==> src/rtl/fibo_sched.sv <==
// rtl/fibo_sched.sv - two-client round-robin scheduler for an iterative Fibonacci engine
module fibo_sched #(
  parameter int WIDTH = 32,
  parameter int NW    = 6
) (
  input  logic             clk,
  input  logic             rst,
  input  logic             req0_valid,
  input  logic [NW-1:0]    req0_n,
  output logic             req0_ready,
  input  logic             req1_valid,
  input  logic [NW-1:0]    req1_n,
  output logic             req1_ready,
  output logic             rsp_valid,
  output logic             rsp_id,
  output logic [WIDTH-1:0] rsp_value,
  output logic             rsp_ovf,
  input  logic             rsp_ready,
  output logic             busy
);

  typedef enum logic [1:0] {
    IDLE = 2'd0,
    CALC = 2'd1,
    RESP = 2'd2
  } state_t;

  state_t           state;
  logic [WIDTH-1:0] a;
  logic [WIDTH-1:0] b;
  logic             ova;
  logic             ovb;
  logic [NW-1:0]    cnt;
  logic             owner;
  logic             last;

  logic             grant_id;
  logic             accept;
  logic [NW-1:0]    n_sel;
  logic [WIDTH:0]   sum;

  // Round-robin grant: a tie goes to the client that was not granted last time
  always_comb begin
    grant_id   = 1'b0;
    req0_ready = 1'b0;
    req1_ready = 1'b0;
    if (state == IDLE) begin
      if (req0_valid && req1_valid) begin
        grant_id = ~last;
      end else if (req1_valid) begin
        grant_id = 1'b1;
      end else begin
        grant_id = 1'b0;
      end
      req0_ready = req0_valid && !grant_id;
      req1_ready = req1_valid && grant_id;
    end
  end

  assign accept = req0_ready || req1_ready;
  assign n_sel  = grant_id ? req1_n : req0_n;
  // Extra top bit captures the carry-out that feeds the sticky overflow flag
  assign sum    = {1'b0, a} + {1'b0, b};
  assign busy   = (state != IDLE);

  // Sequencer: accept a request, step the a/b pair cnt times, then hold the response
  always_ff @(posedge clk or negedge rst) begin
    if (!rst) begin
      state     <= IDLE;
      a         <= '0;
      b         <= '0;
      ova       <= 1'b0;
      ovb       <= 1'b0;
      cnt       <= '0;
      owner     <= 1'b0;
      last      <= 1'b1;
      rsp_valid <= 1'b0;
      rsp_id    <= 1'b0;
      rsp_value <= '0;
      rsp_ovf   <= 1'b0;
    end else begin
      case (state)
        IDLE: begin
          if (accept) begin
            a     <= '0;
            b     <= {{(WIDTH-1){1'b0}}, 1'b1};
            ova   <= 1'b0;
            ovb   <= 1'b0;
            cnt   <= n_sel;
            owner <= grant_id;
            last  <= grant_id;
            state <= CALC;
          end
        end
        CALC: begin
          if (cnt != '0) begin
            a   <= b;
            b   <= sum[WIDTH-1:0];
            // a inherits b's history, so the flag reported tracks a, not the look-ahead b
            ova <= ovb;
            ovb <= ovb | sum[WIDTH];
            cnt <= cnt - NW'(1);
          end else begin
            rsp_value <= a;
            rsp_ovf   <= ova;
            rsp_id    <= owner;
            rsp_valid <= 1'b1;
            state     <= RESP;
          end
        end
        RESP: begin
          if (rsp_ready) begin
            rsp_valid <= 1'b0;
            state     <= IDLE;
          end
        end
        default: begin
          state <= IDLE;
        end
      endcase
    end
  end

endmodule

==> config.mk <==
export PLATFORM = sky130hd
export DESIGN_NAME = fibo_sched
export DESIGN_NICKNAME = d
export VERILOG_FILES = /design/src/rtl/fibo_sched.sv
export SDC_FILE = /design/constraint.sdc
export NUM_CORES = 1
export LEC_CHECK = 0
export CORE_MARGIN = 3
export CORE_UTILIZATION = 40
export DETAILED_ROUTE_END_ITERATION = 16
export DONT_BUFFER_PORTS = 1
export HOLD_SLACK_MARGIN = 0.03
export PLACE_DENSITY_LB_ADDON = 0.3
export REMOVE_ABC_BUFFERS = 1
export SLEW_MARGIN = 40
export SYNTH_ARGS = -nofsm -noshare
export SYNTH_HDL_FRONTEND = slang
export SYNTH_SLANG_ARGS = --single-unit
==> constraint.sdc <==
create_clock -name clk -period 4.6 [get_ports clk]
set_input_delay 0.69 -clock clk [delete_from_list [all_inputs] [get_ports clk]]
set_output_delay 0.69 -clock clk [all_outputs]
set_load 0.1 [all_outputs]
==> results.json, run 1 <==
{
  "max_freq_mhz": 350.3,
  "dpl.cell_count": 764,
  "ant_nets": 0,
  "finish.utilization_pct": 45.97,
  "viasPerCell": 5.776,
  "pre_cts_ws_ps": 1974,
  "rsz0062_at_grt": "no",
  "cp-end-kind": "primary output",
  "n_fill_cell": 1391,
  "cp_cell_sequence": "nor2_1, nand2_1, a21o_1, inv_1",
  "htreeDepth": 3,
  "dominantRegCellSynth": "dfrtp_1",
  "r2r_cells": 10,
  "num-nets-final": 644,
  "vias": 4511,
  "worst_path_max_delay_cell": "inv_1",
  "setup_viol": 0,
  "antennaDiodeCount": 0,
  "multiInputGateArea_um2": 3254,
  "portBuffers": 0,
  "setup-tns-final_ps": 0,
  "synth_cell_type_count": 65,
  "rows": 44,
  "hold_class": "primary input to async pin",
  "grt_pass1_wl_um": 22260,
  "first_global_vias": 4389,
  "crit_type": "flip-flop to primary output",
  "drv_slew": 0,
  "gp_congestion": 0.8861,
  "skew_ps": 7.430,
  "drc": 0,
  "start_util_pct": 41.71,
  "worst-path-max-fanout": 8,
  "yosysSeqAreaShare_pct": 44.82,
  "dr.pass1.iters": 4,
  "track_usage_pct": 16.32,
  "coreArea_um2": 14860,
  "numCtsBuffers": 9,
  "cts_root_buffer": "clkbuf_16",
  "start_kind": "flip-flop",
  "syn-cell-area_um2": 6200,
  "hold_violations": 0,
  "clock_latency_ps": 360,
  "dr.first_iter.drc_count": 251,
  "seq_area_um2": 2819,
  "reg2reg_to": "ovb",
  "drive_gt1_share_pct": 19.93,
  "grt_max_degree": 111,
  "slowest_delay_ps": 670,
  "maxCapViolCount": 0,
  "status": "complete, no violations",
  "clkSlewWorstSetupHoldPaths_ps": 70,
  "crit_arrival_ps": 2160,
  "max_slew.worst_pin.slew_ps": 886.3,
  "rrSetupSlack_ps": 1940,
  "rr_startpoint": "a[0]",
  "die_h_um": 130.5,
  "cts.sinks": 111,
  "ys_seq_elements": 111,
  "clockBufferDepth": 2,
  "synthCells": 610,
  "antenna_found_initial": 0,
  "syn_avg_cell_area_um2": 10.16,
  "async_flop_share_pct": 100.0,
  "die_x_um": 130.5,
  "area_growth_pct": 10.21,
  "dp_hpwl_um": 9413,
  "cp_data_required_time_ps": 3910,
  "min_period_ps": 2855,
  "fin_ws_ps": 1745,
  "synth_edf_count": 0,
  "die-area_um2": 17030,
  "wl_per_cell_um": 17.01,
  "overflow": 0,
  "tritoncts": "built",
  "finalWirelength_um": 13290,
  "period_share_pct": 62.06,
  "yosys_warnings": 0,
  "slew_headroom_pct": 40.92,
  "instances_no_fill": 781,
  "io_pins": 55
}
[flip-flops by register name, indices dropped and copies added (netlist names)]
signal and cells:
rsp_value 32, rsp_ovf 1, b 32, ovb 1, state 2, a 32
ova 1, owner 1, rsp_id 1, last 1, cnt 6, rsp_valid 1
[synth_stat cells, types with 6 or more instances]
| cell type | instances | area, µm² |
|---|---|---|
| o21a_1 | 6 | 45.04 |
| nand4_1 | 8 | 50.05 |
| dfrtp_1 | 110 | 2753 |
| xnor2_1 | 10 | 87.58 |
| a21oi_1 | 38 | 190.2 |
| nand2b_1 | 7 | 43.79 |
| ha_1 | 34 | 425.4 |
| buf_2 | 6 | 30.03 |
| mux2_2 | 37 | 416.7 |
| buf_4 | 6 | 45.04 |
| inv_1 | 13 | 48.80 |
| o21ai_1 | 7 | 35.03 |
| nor2b_1 | 7 | 43.79 |
| o21ai_0 | 39 | 195.2 |
| nand2_1 | 75 | 281.5 |
| nor2_1 | 31 | 116.4 |
| a22o_1 | 29 | 254.0 |
| a21o_1 | 7 | 52.55 |
| nand3_1 | 14 | 70.07 |
| clkbuf_1 | 21 | 78.83 |
| xor2_1 | 16 | 140.1 |
| a31oi_1 | 6 | 37.54 |
[cell usage in the layout (no fill, tap or decap), types with 7 or more instances in the layout]
| cell | instances |
|---|---|
| dfrtp_1 | 78 |
| nand2_1 | 75 |
| o21ai_0 | 39 |
| mux2_2 | 37 |
| a21oi_1 | 37 |
| ha_1 | 34 |
| dfrtp_2 | 32 |
| nor2_1 | 29 |
| a22o_1 | 29 |
| xor2_1 | 16 |
| nand3_1 | 14 |
| inv_1 | 13 |
| xnor2_1 | 10 |
| clkbuf_16 | 9 |
| nand4_1 | 8 |
| a21o_1 | 7 |
| o21ai_1 | 7 |
| nand2b_1 | 7 |
[per-layer routing]
layer,wire (µm),global-route usage (%)
met2,6095,24.98
met4,283,6.897
met1,6144,22.49
met5,0,0
met3,764,3.537
[critical path, delay by kind of cell, from the launching register on]
kind,cells,cell delay (ps)
AO/OA/AOI/OAI,1,280
AND/OR/NAND/NOR,2,390
buffers and inverters,1,670
flip-flops,1,460
[cell families after synthesis]
family,after synthesis,share of synthesized area (%)
xor+xnor,26,3.673
flops,111,44.82
fa+ha+maj,35,7.185
buf+inv,48,3.431
simple gates,162,12.25
compound gates,188,21.43
mux,40,7.205
[metrics by stage]
step	hold WS, ps	area (µm²)
6_report	168.5	6833
5_1_grt	152.6	6833
4_1_cts	154.0	6812
3_5_place_dp	396.7	6404
3_3_place_gp	397.0	6317
2_1_floorplan	394.4	6036
[final cells by class]
cell class                 instances  area share, %
clock buffer                      11          3.699
clock inverter                     5          1.868
inverter                          13         0.7142
multi-input combinational        451          47.63
sequential                       111          41.26
tap                              184          3.369
timing repair buffer               6          1.465
[worst max-delay path by stage]
stage               start         end  depth (start not counted)
4_1_cts          state[0]  req1_ready                          4
2_1_floorplan  req1_valid      cnt[4]                          4
6_report         state[0]  req1_ready                          4
3_5_place_dp         a[0]         ovb                         10
5_1_grt          state[0]  req1_ready                          4
3_3_place_gp         a[0]         ovb                         10
[repair_timing]
action                                  in CTS  in global routing
endpoints found under the setup margin       0                  0
resized for setup                            0                  0
hold buffers                                 1                  0
hold endpoints to repair                   110                  0
buffers inserted                             0                  0
Power of run 1 is not shown: default switching activity piles up to over one toggle a cycle in this logic, so the estimate is an artifact.
==> run 2: changes to the inputs <==
==> constraint.sdc (replaced) <==
create_clock -name clk -period 2.7 [get_ports clk]
set_input_delay 0.405 -clock clk [delete_from_list [all_inputs] [get_ports clk]]
set_output_delay 0.405 -clock clk [all_outputs]
set_load 0.1 [all_outputs]
==> run 2 against run 1 <==
Final area decreased by 0.73%. Clock skew up 2.6 ps. Worst setup slack worse by 1600 ps. Critical path type is now flip-flop to flip-flop. The run now ends with hold timing left. Die area unchanged. Worst hold slack worse by 430 ps. Routed wire length is 2.8% higher. Critical path depth is 6 higher. Register-to-register slack worse by 1800 ps. Global-route usage is 0.46 points higher. Sequential share of layout area grew 0.27 points. Core utilization shrank 0.34 points.
==> results.json, run 2 (synthesis results as in run 1) <==
{
  "slew_headroom_pct": 40.78,
  "drv_slew": 0,
  "cts_root_buffer": "clkbuf_16",
  "die_h_um": 130.5,
  "numCtsBuffers": 9,
  "max_slew.worst_pin.slew_ps": 888.3,
  "clkSlewWorstSetupHoldPaths_ps": 80,
  "violations": "hold timing",
  "antennaDiodeCount": 0,
  "max_freq_mhz": 385.6,
  "layout.cells.most_common": "dfrtp_1",
  "setup-tns-final_ps": 0,
  "r2r_cells": 10,
  "finish.utilization_pct": 45.63,
  "tritoncts": "built",
  "hold_slack_ps": -257.6,
  "gp_congestion": 0.8507,
  "viasPerCell": 5.690,
  "rsz0062_at_grt": "yes",
  "num-nets-final": 651,
  "cp-end-kind": "flip-flop",
  "top_regs": "a (32), b (32), rsp_value (32)",
  "finalWirelength_um": 13660,
  "first_global_vias": 4500,
  "vias": 4484,
  "hold_class": "primary input to async pin",
  "htreeDepth": 3,
  "setup_viol": 0,
  "clock_latency_ps": 350,
  "drive_gt1_share_pct": 20.36,
  "maxCapViolCount": 0,
  "period_share_pct": 96.05,
  "rows": 44,
  "start_util_pct": 41.71,
  "min_period_ps": 2593,
  "clockBufferDepth": 2,
  "cts.sinks": 111,
  "skew_ps": 10.01,
  "portBuffers": 0,
  "fin_ws_ps": 106.6,
  "die_x_um": 130.5,
  "grt_max_degree": 112,
  "worst-path-max-fanout": 4,
  "pre_cts_ws_ps": 94.54,
  "die-area_um2": 17030,
  "dp_hpwl_um": 9948,
  "overflow": 0,
  "ant_nets": 0,
  "dr.first_iter.drc_count": 288,
  "final_cell_mix": "dfrtp_1, nand2_1, o21ai_0",
  "status": "complete, but fails checks",
  "crit_type": "flip-flop to flip-flop",
  "track_usage_pct": 16.78,
  "area_growth_pct": 9.405,
  "hold_violations": 111,
  "wl_per_cell_um": 17.34,
  "dr.pass1.iters": 5,
  "io_pins": 55,
  "antenna_found_initial": 0,
  "crit_arrival_ps": 2880,
  "cp_data_required_time_ps": 2990,
  "grt_pass1_wl_um": 23000,
  "coreArea_um2": 14860,
  "start_kind": "flip-flop",
  "drc": 0
}
## run 2: cell count changes in the layout (fill, tap and decap cells not counted), moves of 2 or more
cell        before  now
buf_4            2   12
bufinv_16        4    2
clkbuf_8         2    0
clkinvlp_4       1    3
dfrtp_1         78   80
buf_8            2    0
dfrtp_2         32   30
buf_16           2    0
## run 2: layer usage
layer,wire length (µm),GRT usage [%],part of all wire (%),vias up
li1,-,-,-,2205
met1,6848,24.22,50,2198
met2,6064,25.43,44,71
met3,559,3.333,4.1,10
met4,189,5.445,1.4,0
met5,0,0,0,-
## run 2: final timing paths
| path | startpoint | endpoint | slack (ps) |
|---|---|---|---|
| setup / recovery | a[0] | b[30] | 110 |
| hold / removal | rst | rsp_value[4] | -260 |
| setup reg to reg | a[0] | b[30] | 110 |
| hold reg to reg | owner | owner | 480 |
| max in group asynchronous | rst | last | 2750 |
| min in group clk | rsp_ready | state[1] | 130 |
## run 2: repair_timing
item / 4_1_cts / 5_1_grt
resized for setup: 0 / 3
setup buffers: 0 / 1
setup endpoints to repair: 0 / 5
hold endpoints to repair: 111 / 111
## run 2: layout make-up
class | instances | area (µm²)
clock buffers | 9 | 225.2
inverters | 13 | 48.80
clock inverters | 7 | 96.34
well taps | 184 | 230.2
flip-flops and latches | 111 | 2816
fillers | 1420 | 8082
multi-input cells | 451 | 3256
repair buffers | 13 | 110.1
## run 2: critical path: stages, from the launching register on
cell and delay (ps):
dfrtp_1 380, ha_1 180, inv_1 60, fa_1 370
and2b_1 260, o211ai_2 110, a31o_2 300, o21ai_4 190
nand2_1 100, or4_1 480, nand3_1 100
## run 2: through the flow
stage,hold slack [ps],area (µm²),cells
global route,-283.1,6783,788
detailed placement,111.7,6411,771
floorplan,109.4,6036,575
CTS,-277.3,6733,787
global placement,111.9,6392,770
finish,-257.6,6783,788
Power of run 2 is left out for the same reason.
==> run 3: changes to the inputs <==
--- a/config.mk
+++ b/config.mk
@@ -5,6 +5,7 @@
 export SDC_FILE = /design/constraint.sdc
 export NUM_CORES = 1
 export LEC_CHECK = 0
+export ABC_AREA = 1
 export CORE_MARGIN = 3
 export CORE_UTILIZATION = 40
 export DETAILED_ROUTE_END_ITERATION = 16
==> run 3 against run 2 <==
Routed wire length grew 19%. Maximum frequency up 16%. Final area is 11% higher. Count of clock-buffer cells in the layout unchanged. Sequential cell count did not move. Register-to-register slack improved by 360 ps. Synthesized area rose by 11%. First-iteration DRC count grew 63%. Largest cell class unchanged. The flow still finishes with violations (hold timing). Worst setup slack improved by 360 ps. Worst hold slack got worse by 4.3 ps. Die area rose by 11%.
==> results.json, run 3 <==
{
  "yosys-top-cells-count": "nand2_1, inv_1, dfrtp_1",
  "yosys_warnings": 0,
  "setup-tns-final_ps": 0,
  "multiInputGateArea_um2": 3338,
  "cts_root_buffer": "clkbuf_16",
  "viasPerCell": 4.804,
  "yosysMostFrequentCell": "nand2_1",
  "max_slew.worst_pin.slew_ps": 603.9,
  "rr_startpoint": "a[0]",
  "layout.cells.most_common": "nand2_1",
  "antennaDiodeCount": 0,
  "n_fill_cell": 1705,
  "overflow": 0,
  "wl_per_cell_um": 13.64,
  "skew_ps": 8.611,
  "drive_gt1_share_pct": 10.03,
  "ys_seq_elements": 111,
  "met3_length_um": 770,
  "vias": 5750,
  "htreeDepth": 3,
  "async_flop_share_pct": 100.0,
  "endpoint": "ovb",
  "numCtsBuffers": 9,
  "rows": 47,
  "start_kind": "flip-flop",
  "synth_top_cell_area_share_pct": 39.88,
  "hold_slack_ps": -261.9,
  "dp_hpwl_um": 12120,
  "pre_cts_ws_ps": 482.8,
  "post_cts_resized": 0,
  "rsz0062_at_grt": "no",
  "top_regs": "a (32), b (32), rsp_value (32)",
  "tritoncts": "built",
  "syn_avg_cell_area_um2": 7.087,
  "portBuffers": 0,
  "crit_type": "flip-flop to flip-flop",
  "status": "complete, but fails checks",
  "worst-path-max-fanout": 5,
  "die_h_um": 137.4,
  "io_pins": 55,
  "track_usage_pct": 18.85,
  "max_freq_mhz": 447.7,
  "grt_pass1_wl_um": 27960,
  "synthCells": 974,
  "crit_arrival_ps": 2540,
  "grt_max_degree": 112,
  "hold_class": "primary input to async pin",
  "area_growth_pct": 8.809,
  "finish.utilization_pct": 44.82,
  "coreArea_um2": 16760,
  "synth_cell_type_count": 37,
  "dr.pass1.iters": 5,
  "clkSlewWorstSetupHoldPaths_ps": 80,
  "first_global_vias": 5527,
  "fin_ws_ps": 466.2,
  "violations": "hold timing",
  "period_share_pct": 82.73,
  "m1WireLength_um": 8273,
  "clockBufferDepth": 2,
  "cp_data_required_time_ps": 3000,
  "wl_met2_um": 7024,
  "yosysSeqAreaShare_pct": 40.26,
  "die_x_um": 137.4,
  "setup_viol": 0,
  "num-nets-final": 1024,
  "postCtsSetupBuffers": 0,
  "finalWirelength_um": 16320,
  "synth.area.top_cells": "dfrtp_1, nand2_1, inv_1",
  "ant_nets": 0,
  "maxCapViolCount": 0,
  "cp-end-kind": "flip-flop",
  "yosysTopAreaCell": "dfrtp_1",
  "drv_slew": 0,
  "highest_layer": "met4",
  "reg2reg_to": "ovb",
  "die-area_um2": 18870,
  "synth_edf_count": 0,
  "clock_latency_ps": 360,
  "rrSetupSlack_ps": 470,
  "slew_headroom_pct": 59.68,
  "crit_start": "a[0]",
  "syn-cell-area_um2": 6903,
  "r2r_cells": 14,
  "gp_congestion": 0.8867,
  "cts.sinks": 111,
  "seq_area_um2": 2821,
  "antenna_found_initial": 0,
  "start_util_pct": 41.19,
  "hold_violations": 110,
  "final_cell_mix": "nand2_1, inv_1, dfrtp_1",
  "dr.first_iter.drc_count": 468,
  "drc": 0,
  "min_period_ps": 2234,
  "dominantRegCellSynth": "dfrtp_1"
}
-- run 3: kinds of logic after synthesis --
kind of cell    after synthesis  share of synthesized area (%)
compound gates              144                          12.33
xor+xnor                      6                         0.7613
fa+ha+maj                    35                          6.453
buf+inv                     193                          11.42
flops                       111                          40.26
simple gates                485                          28.78
-- run 3: through the flow --
stage	area (µm²)	cells
global placement	7109	1179
finish	7511	1197
floorplan	6751	950
CTS	7487	1197
global route	7511	1197
detailed placement	7159	1181
-- run 3: worst max-delay path, stage by stage (launching register included) --
cell     delay [ps]
dfrtp_1         380
ha_1            240
inv_1            70
fa_1            360
inv_1           160
nand3_1         120
nand3_2         130
nand2_1          60
nand2_1         140
inv_1            70
o21ai_2         170
nand2_1          70
nand2_1          70
nand2_1          50
nand2_1          70
-- run 3: final cells by class --
| cell class | instances | share of cell area [%] |
|---|---|---|
| multi-input combinational | 670 | 44.44 |
| sequential | 111 | 37.56 |
| inverter | 169 | 8.479 |
| tap | 220 | 3.665 |
| clock buffer | 9 | 2.999 |
| timing repair buffer | 11 | 1.483 |
| clock inverter | 7 | 1.366 |
-- run 3: how the worst min path moves through the flow --
| stage | slack [ps] | to | from |
|---|---|---|---|
| after CTS | -280 | rsp_value[26] | rst |
| after global routing | -280 | rsp_valid | rst |
| after global placement | 110 | rsp_value[30] | rst |
| final | -260 | rsp_value[26] | rst |
| after detailed placement | 120 | rsp_value[30] | rst |
| after floorplan | 110 | a[0] | rst |
-- run 3: metal layers --
layer | vias to the layer above | global-route usage, %
met3 | 13 | 3.506
met1 | 2598 | 27.78
met4 | 0 | 6.153
li1 | 3034 | -
met5 | - | 0
met2 | 105 | 27.90
Power of run 3 is left out for the same reason.
